<file path="src/rtl/sw_cascade_eval.sv">
// sw_cascade_eval
//   Switch-to-LED cascade evaluator. Raw switches are synchronised and
//   debounced. The resulting stable snapshot then drives N_STAGES chained
//   4-input truth-table stages. Each stage's output feeds input A of the next
//   stage, and the B/C/D inputs come from switches. A small FSM reports when
//   the LEDs reflect the current snapshot. A wrapping 8-bit counter tallies
//   snapshot updates.
//
// Ports
//   clk           system clock
//   reset         synchronous, active-high reset
//   sw            raw asynchronous switches, 3*N_STAGES+1 bits
//   led           led[k] = registered output of stage k
//   result_valid  high when led reflects the current debounced snapshot
//   change_count  number of debounced-vector updates, wraps at 256
module sw_cascade_eval #(
    parameter int                       N_STAGES        = 2,
    parameter logic [16*N_STAGES-1:0]   STAGE_LUT       = {16'h8000, 16'hFFFE},
    parameter int                       DEBOUNCE_CYCLES = 4,
    parameter int                       PIPELINED       = 1
) (
    input  logic                    clk,
    input  logic                    reset,
    input  logic [3*N_STAGES:0]     sw,
    output logic [N_STAGES-1:0]     led,
    output logic                    result_valid,
    output logic [7:0]              change_count
);

    localparam int SW_W  = 3 * N_STAGES + 1;
    localparam int LAT   = (PIPELINED != 0) ? N_STAGES : 1;
    localparam int CNT_W = (DEBOUNCE_CYCLES > 1) ? $clog2(DEBOUNCE_CYCLES) : 1;
    localparam logic [CNT_W-1:0] DB_LAST = CNT_W'(DEBOUNCE_CYCLES - 1);
    localparam logic [3:0]       LAT_CNT = 4'(LAT);

    typedef enum logic [0:0] {
        ST_IDLE     = 1'b0,
        ST_SETTLING = 1'b1
    } state_t;

    // Truth-table lookup: index is {D,C,B,A}.
    function automatic logic lut_bit(input logic [15:0] tbl, input logic [3:0] idx);
        return tbl[idx];
    endfunction

    logic [SW_W-1:0]    sync1_r;
    logic [SW_W-1:0]    syn_r;
    logic [SW_W-1:0]    stb_r;
    logic [SW_W-1:0]    accept_s;
    logic [CNT_W-1:0]   db_cnt_r [SW_W];
    logic               stb_upd_s;
    state_t             state_r;
    state_t             state_s;
    logic [3:0]         count_r;
    logic [3:0]         count_s;
    logic               valid_r;
    logic [7:0]         change_count_r;

    // Two-flop synchroniser for every switch bit.
    always_ff @(posedge clk) begin
        if (reset) begin
            sync1_r <= '0;
            syn_r   <= '0;
        end else begin
            sync1_r <= sw;
            syn_r   <= sync1_r;
        end
    end

    // A bit is accepted on its DEBOUNCE_CYCLES-th consecutive differing cycle.
    always_comb begin
        accept_s = '0;
        for (int i = 0; i < SW_W; i++) begin
            accept_s[i] = (syn_r[i] != stb_r[i]) && (db_cnt_r[i] == DB_LAST);
        end
    end

    // All bits accepted in the same cycle count as a single update.
    assign stb_upd_s = |accept_s;

    // Per-bit debounce counters and the stable (debounced) vector.
    always_ff @(posedge clk) begin
        if (reset) begin
            stb_r <= '0;
            for (int i = 0; i < SW_W; i++) begin
                db_cnt_r[i] <= '0;
            end
        end else begin
            for (int i = 0; i < SW_W; i++) begin
                if (syn_r[i] == stb_r[i]) begin
                    db_cnt_r[i] <= '0;
                end else if (accept_s[i]) begin
                    db_cnt_r[i] <= '0;
                    stb_r[i]    <= syn_r[i];
                end else begin
                    db_cnt_r[i] <= db_cnt_r[i] + CNT_W'(1);
                end
            end
        end
    end

    generate
        if (PIPELINED != 0) begin : g_pipe
            logic [N_STAGES-1:0] y_vec_s;

            for (genvar k = 0; k < N_STAGES; k++) begin : g_stage
                logic [2:0] bcd_s;
                logic       a_s;
                logic       y_r;

                if (k == 0) begin : g_head
                    assign bcd_s = stb_r[3:1];
                    assign a_s   = stb_r[0];
                end else begin : g_tail
                    // B/C/D of stage k lag k cycles so they meet y_(k-1) of the same snapshot.
                    logic [2:0] dly_r [k];

                    // Operand alignment delay line.
                    always_ff @(posedge clk) begin
                        if (reset) begin
                            for (int j = 0; j < k; j++) begin
                                dly_r[j] <= 3'b000;
                            end
                        end else begin
                            dly_r[0] <= stb_r[3*k+1 +: 3];
                            for (int j = 1; j < k; j++) begin
                                dly_r[j] <= dly_r[j-1];
                            end
                        end
                    end

                    assign bcd_s = dly_r[k-1];
                    assign a_s   = y_vec_s[k-1];
                end

                // Stage output register.
                always_ff @(posedge clk) begin
                    if (reset) begin
                        y_r <= 1'b0;
                    end else begin
                        y_r <= lut_bit(STAGE_LUT[16*k +: 16], {bcd_s, a_s});
                    end
                end

                assign y_vec_s[k] = y_r;
            end

            assign led = y_vec_s;
        end else begin : g_comb
            logic [N_STAGES-1:0] chain_s;
            logic [N_STAGES-1:0] led_r;

            // Whole cascade evaluated combinationally from the stable vector.
            always_comb begin
                logic a_v;
                logic y_v;
                chain_s = '0;
                a_v     = stb_r[0];
                y_v     = 1'b0;
                for (int k = 0; k < N_STAGES; k++) begin
                    y_v        = lut_bit(STAGE_LUT[16*k +: 16], {stb_r[3*k+1 +: 3], a_v});
                    chain_s[k] = y_v;
                    a_v        = y_v;
                end
            end

            // Single output register for all stages.
            always_ff @(posedge clk) begin
                if (reset) begin
                    led_r <= '0;
                end else begin
                    led_r <= chain_s;
                end
            end

            assign led = led_r;
        end
    endgenerate

    // Valid tracker next state. Any update (re)loads the LAT-cycle settle window.
    always_comb begin
        state_s = state_r;
        count_s = count_r;
        case (state_r)
            ST_IDLE: begin
                if (stb_upd_s) begin
                    state_s = ST_SETTLING;
                    count_s = LAT_CNT;
                end else begin
                    count_s = count_r;
                end
            end
            ST_SETTLING: begin
                if (stb_upd_s) begin
                    count_s = LAT_CNT;
                end else if (count_r == 4'd1) begin
                    state_s = ST_IDLE;
                    count_s = 4'd0;
                end else begin
                    count_s = count_r - 4'd1;
                end
            end
            default: begin
                state_s = ST_SETTLING;
                count_s = LAT_CNT;
            end
        endcase
    end

    // Valid tracker state, registered valid flag and update counter.
    always_ff @(posedge clk) begin
        if (reset) begin
            state_r        <= ST_SETTLING;
            count_r        <= LAT_CNT;
            valid_r        <= 1'b0;
            change_count_r <= 8'd0;
        end else begin
            state_r <= state_s;
            count_r <= count_s;
            valid_r <= (state_s == ST_IDLE);
            if (stb_upd_s) begin
                change_count_r <= change_count_r + 8'd1;
            end else begin
                change_count_r <= change_count_r;
            end
        end
    end

    assign result_valid = valid_r;
    assign change_count = change_count_r;

endmodule
</file>
<file path="config.mk">
export PLATFORM = sky130hd
export DESIGN_NAME = sw_cascade_eval
export DESIGN_NICKNAME = d
export VERILOG_FILES = /design/src/rtl/sw_cascade_eval.sv
export SDC_FILE = /design/constraint.sdc
export NUM_CORES = 1
export LEC_CHECK = 0
export ABC_CLOCK_PERIOD_IN_PS = 3100
export BUFFER_PORTS_ARGS = -buffer_cell sky130_fd_sc_hd__buf_4
export CAP_MARGIN = 20
export CORE_MARGIN = 5
export CORE_UTILIZATION = 30
export CTS_BUF_LIST = sky130_fd_sc_hd__clkbuf_16
export DETAILED_ROUTE_END_ITERATION = 8
export MAX_ROUTING_LAYER = met4
export SYNTH_ARGS = -nofsm -noshare
export SYNTH_HDL_FRONTEND = slang
export SYNTH_SLANG_ARGS = --single-unit
</file>
<file path="constraint.sdc">
create_clock -name clk -period 3.1 [get_ports clk]
set_input_delay 0.155 -clock clk [delete_from_list [all_inputs] [get_ports clk]]
set_output_delay 0.155 -clock clk [all_outputs]
set_load 0.01 [all_outputs]
</file>
# Yosys cells after proc, flatten, opt, wreduce, memory -nomap -nowiden
# Memories as Yosys holds them, arrays and structs flattened. A register that Yosys moved wholly into a read port is not among the register bits.
# Cells that the tools add are included.
totals:
  reg_bits: 35
  latchBits: 0
  ram_bits: 17
  mem_bits_ro: 32
  output_inout_bits: 11
  elab_cells: 206
  mem_count: 4
op_classes:
  add_sub_neg: 9
  n_mul: 0
  n_div: 0
  magnitude_cmp: 0
  eq_ne: 23
  shifts: 0
  muxes: 111
  n_bitwise: 30
  n_reduce_logical: 16
mem_list:
  columns: ["name", "depth", "width", "read_ports", "rd_ports_with_merged_regs", "write_ports", "line", "rtl"]
  rows:
  - ["(no name shown)", 16, 1, 1, 1, 0, "43", "return tbl[idx];"]
  - ["(no name shown)", 16, 1, 1, 1, 0, "43", null]
  - ["db_cnt_r", 7, 2, 7, 0, 7, "50", "logic [CNT_W-1:0] db_cnt_r [SW_W];"]
  - ["g_pipe.g_stage[1].g_tail.dly_r", 1, 3, 1, 0, 1, "116", "logic [2:0] dly_r [k];"]
op_table:
  columns: ["operator", "count"]
  rows:
  - ["$mux 1", 84]
  - ["$mux 2", 21]
  - ["$or 1x1->1", 21]
  - ["$add 2x1->2 const B", 7]
  - ["$eq 2x2->1 const B", 7]
  - ["$reduce_and 2->1", 7]
  - ["$mux 4", 3]
  - ["$not 1->1", 9]
  - ["$add 8x1->8 const B", 1]
  - ["$pmux 4 s2", 1]
  - ["$eq 1x1->1", 7]
  - ["$logic_and 1x1->1", 7]
  - ["$ne 1x1->1", 7]
  - ["$reduce_or 7->1", 1]
  - ["$eq 4x1->1 const B", 1]
  - ["$sub 4x1->4 const B", 1]
  - ["$mux 3", 1]
  - ["$reduce_or 3->1", 1]
  - ["$ne 2x2->1 const B", 1]
  - ["$pmux 1 s2", 1]

# Longest topological paths before layout
depth:
  ltp_word: 8
  mapped_depth: 7

# Worst setup path after synthesis
# OpenSTA, ideal clock, no wires.
synth_path:
  kind: "register to register"
  start: "memory db_cnt_r[2][0] (netlist name)"
  end: "register change_count_r[7] (netlist: change_count[7])"
  setup_time_ps: 121
  arrival_time_ps: 1616
  t_required_ps: 2979
  path_slack_ps: 1363
  stages_incl_launch_ff: 6
  path_buffers: 0
  period_less_slack_ps: 1737
  cell_sequence: "edfxtp_1 > ha_1 > a222oi_1 > nand4_2 > nor3b_2 > mux2_4"
synth_lines:
  columns: ["item", "line", "rtl"]
  rows:
  - ["start: declaration", "50", null]
  - ["end signal: assignment", "222", "change_count_r <= change_count_r + 8'd1;"]
  - ["end signal: assignment", "224", "change_count_r <= change_count_r;"]
  - ["end: declaration", "57", "logic [7:0] change_count_r;"]

==> results by group <==
Worst setup path
  • Critical path buffer and inverter count: 0
  • Stages on worst setup path: 5
  • Critical path class: reg2reg
  • CP required: 3270 ps
  • CP endpoint: change_count[7]
  • RR Startpoint: db_cnt_r[2][0]
  • R2R Setup Slk: between 800 and 900 ps
  • CP endpoint kind: flip-flop
  • Reg2Reg Depth: 5
  • CP peak stage delay: 430 ps
  • Worst Path Arrival: roughly 2400 ps
  • Critical path's slowest cell: a222oi_1
  • Family with the most delay on the worst path: simple AND/OR/NAND/NOR gates
  • CP cell instances: ha_1, a222oi_1, nand4_2, nor3b_2, mux2_4
  • Worst reg2reg path endpoint: change_count[7]
  • CP startpoint kind: flip-flop
  • Crit Path Max Fanout: 14
  • Critical Path Source: db_cnt_r[2][0]

Final layout
  • Final #Nets: roughly 240
  • Utilization after layout: a little over a third
  • Syn-to-layout area delta: 18.50%
  • N_diodes: 0
  • Share of cells above drive strength 1: between 15 and 20%

Outcome
  • Status: complete, no violations

Floorplanning
  • Die Footprint: ~9100 sq um
  • Io pins: 20
  • Core area: just over 7000 sq um
  • Initial Util: between 30% and 40%
  • Die width: 95.46 um
  • # rows: 31
  • Die height: 95.46 um

STA
  • Finish-stage setup viols: 0
  • FMAX: ~450 MHz
  • RSZ-0062 raised after global routing: false
  • Skew final: between 5 and 6 ps
  • Final Cycle Share: 71.94%
  • Setup TNS: 0 ps
  • Max transition margin: between 60% and 70%
  • Min cycle time layout: 2230 ps
  • Max Slew Vio Count: 0
  • Final Hold Viols: 0
  • Slew at the pin closest to its max-slew limit: 579.6 ps

Synth
  • Count of cell types in the netlist: 34
  • Largest family of logic cells by synthesized area: simple AND/OR/NAND/NOR gates
  • Mapped Cells: 193
  • Synth Area per Inst: 11.35 sq um
  • Compound-Gate Fraction of Synth Area: 3.370%
  • Xor/xnor share of the synthesized area: 4.397%
  • Mapped Area: 2191 sq um
  • Sequential-to-total area share from yosys stat: 55.74%
  • Synth warn: 0
  • Simple-Gate Fraction of Synth Area: between 20% and 30%
  • Mux contribution to synthesized area: under 10%
  • Seq cells post-synth: between 50 and 60
  • Adder-Cell Fraction of Synth Area: ~5.7%

Clocking
  • Post-CTS setup buffers: 0
  • Root buf cell: clkbuf_16
  • Hold_buf cts: 0
  • CTS tree: done
  • Clock Latency Late Sink: slightly below 300 ps
  • CTS Sinks: 54
  • Clk buf depth: 2
  • Clock slew seen by the registers of the worst setup and hold paths: roughly 70 ps
  • CTS Buf Count: 5
  • Cts repair resizes: 0
  • H-tree depth: 2

Global routing
  • Initial antenna violation count: 0
  • Vias in the first global route: roughly 1.4k
  • Pin count of the biggest net entering global routing: 59
  • Total gr overflow: 0
  • GRT Overall Usage: 8.557%
  • First-pass GRT wire length: around 5.9 mm

Drt
  • DR vias/cell: approximately 4.2
  • TritonRoute pass-1 iters: 5
  • Post-route DRC: 0
  • WL/cell: around 10 um
  • Post-Route WL: ~3.4 mm
  • Via count: between 1k and 1.5k
  • Detail Route Antenna Nets: 0
  • 1st-iter DRT viols: 46

Place
  • Hpwl dp: 2.367 mm
  • Gpl congestion: roughly 0.73
  • IO Port Bufs: 19

Run
  • Max_cap viols: 0

Pwr
  • Sw power: 320.7 uW
  • Net Sw Frac: 22.32%
  • Internal Power: 1116 uW
  • P per Cell Area: about 550 nW/um^2
  • Static Leakage: approximately 0.001 uW
  • Max VDD drop: approximately 0.21 mV
  • Comb pwr share: 8.9%
  • Clock network power share: 36.6%
  • Sequential share of power: a little over half

Worst hold path
  • HP Class: in2reg
  • WHS Path Cells: 2
## metrics by stage
stage | power [uW] | instance area [sq um] | hold WS [ps] | worst slack (ps) | instances
after floorplan | 895.5 | 2240 | 283.2 | 1363 | 206
after global placement | 924.9 | 2457 | 364.1 | 919.7 | 315
after detailed placement | 929.4 | 2457 | 370.9 | 835.7 | 315
after CTS | 1461 | 2596 | 69.25 | 817.7 | 323
after global routing | 1509 | 2596 | 73.01 | 657.4 | 323
final | 1437 | 2596 | 74.61 | 869.7 | 323
## worst min path at each step
stage / startpoint / endpoint / slack, ps
after floorplan: sw[0] / sync1_r[0] / 280
after global placement: sw[3] / sync1_r[3] / 360
after detailed placement: sw[4] / sync1_r[4] / 370
after CTS: sw[6] / sync1_r[6] / 70
after global routing: sw[4] / sync1_r[4] / 70
final: sw[6] / sync1_r[6] / 70
## power groups by stage
stage          Clock (uW)  Combinational (uW)  Sequential [uW]
2_1_floorplan           0                 100              795
3_5_place_dp            0                 129              800
4_1_cts               547                 130              784
6_report              525                 127              784
5_1_grt               570                 150              789
3_3_place_gp            0                 126              799
## Yosys cell counts, drive strengths merged
master / n / share of area [%]
dfxtp: 40 / 37
ha: 10 / 5.7
nor2: 20 / 3.4
o22a: 1 / 0.40
nand2b: 4 / 1.1
nor3: 4 / 0.91
xnor2: 8 / 3.2
nor2b: 21 / 6.0
mux2i: 8 / 3.7
a21oi: 3 / 0.69
or4b: 1 / 0.46
buf: 6 / 1.7
clkbuf: 3 / 0.51
xor2: 3 / 1.2
nand4: 4 / 1.4
a211oi: 1 / 0.57
nor4b: 7 / 2.8
nor4: 8 / 2.3
o21ai: 2 / 0.46
conb: 1 / 0.17
and2: 1 / 0.29
a31o: 2 / 0.80
edfxtp: 14 / 19
nor3b: 2 / 0.91
mux2: 5 / 2.7
nand2: 6 / 1.0
nand3: 2 / 0.46
a222oi: 1 / 0.46
inv: 5 / 0.86
## area by class of cell
class / instances / area, sq um
fill: 734 / 4579
sequential: 54 / 1221
multi-input combinational: 138 / 950.9
timing repair buffer: 19 / 142.6
clock buffer: 5 / 125.1
tap: 99 / 123.9
inverter: 5 / 18.77
clock inverter: 3 / 13.76
## sequential cells by signal, summed over array words and instances, names as in the netlist
signal	cells
change_count	8
count_r	4
db_cnt_r	14
g_pipe.g_stage.g_tail.dly_r	3
g_pipe.g_stage.y_r	2
result_valid	1
state_r	1
stb_r	7
syn_r	7
sync1_r	7
## layer usage
metal  global-route usage [%]  share of wire [%]
met5                        -                  0
met4                    4.265                2.2
met3                    2.210                3.6
met2                    13.53                 45
met1                    10.09                 50
## cell families (layout without fill, tap and decap cells)
kind of cell | Yosys count | count (layout)
xor+xnor | 11 | 11
flops | 54 | 54
other cells | 1 | 14
buf+inv | 14 | 32
simple gates | 80 | 80
fa+ha+maj | 10 | 10
mux | 13 | 13
compound gates | 10 | 10
## placed cells by master (no fill, tap or decap)
| master | synthesis | final |
|---|---|---|
| dfxtp_1 | 40 | 40 |
| nor2b_1 | 21 | 21 |
| nor2_1 | 20 | 20 |
| buf_4 | 2 | 19 |
| edfxtp_1 | 14 | 14 |
| conb_1 | 1 | 14 |
| ha_1 | 10 | 10 |
| xnor2_1 | 8 | 8 |
| mux2i_1 | 8 | 8 |
| nor4_1 | 8 | 8 |
| nor4b_1 | 7 | 7 |
| inv_1 | 5 | 6 |
| nand2_1 | 6 | 6 |
| clkbuf_16 | 0 | 5 |
| nand2b_1 | 4 | 4 |
| mux2_2 | 4 | 4 |
| nor3_1 | 4 | 4 |
| xor2_1 | 3 | 3 |
| nand4_1 | 3 | 3 |
| a21oi_1 | 3 | 3 |
| nand3_1 | 2 | 2 |
| a31o_2 | 2 | 2 |
| o21ai_0 | 2 | 2 |
| clkinv_2 | 0 | 2 |
| a222oi_1 | 1 | 1 |
| o22a_1 | 1 | 1 |
| nand4_2 | 1 | 1 |
| a211oi_2 | 1 | 1 |
| nor3b_1 | 1 | 1 |
| or4b_2 | 1 | 1 |
| and2_1 | 1 | 1 |
| nor3b_2 | 1 | 1 |
| mux2_4 | 1 | 1 |
Note: power is estimated with default switching activity, not from simulation.
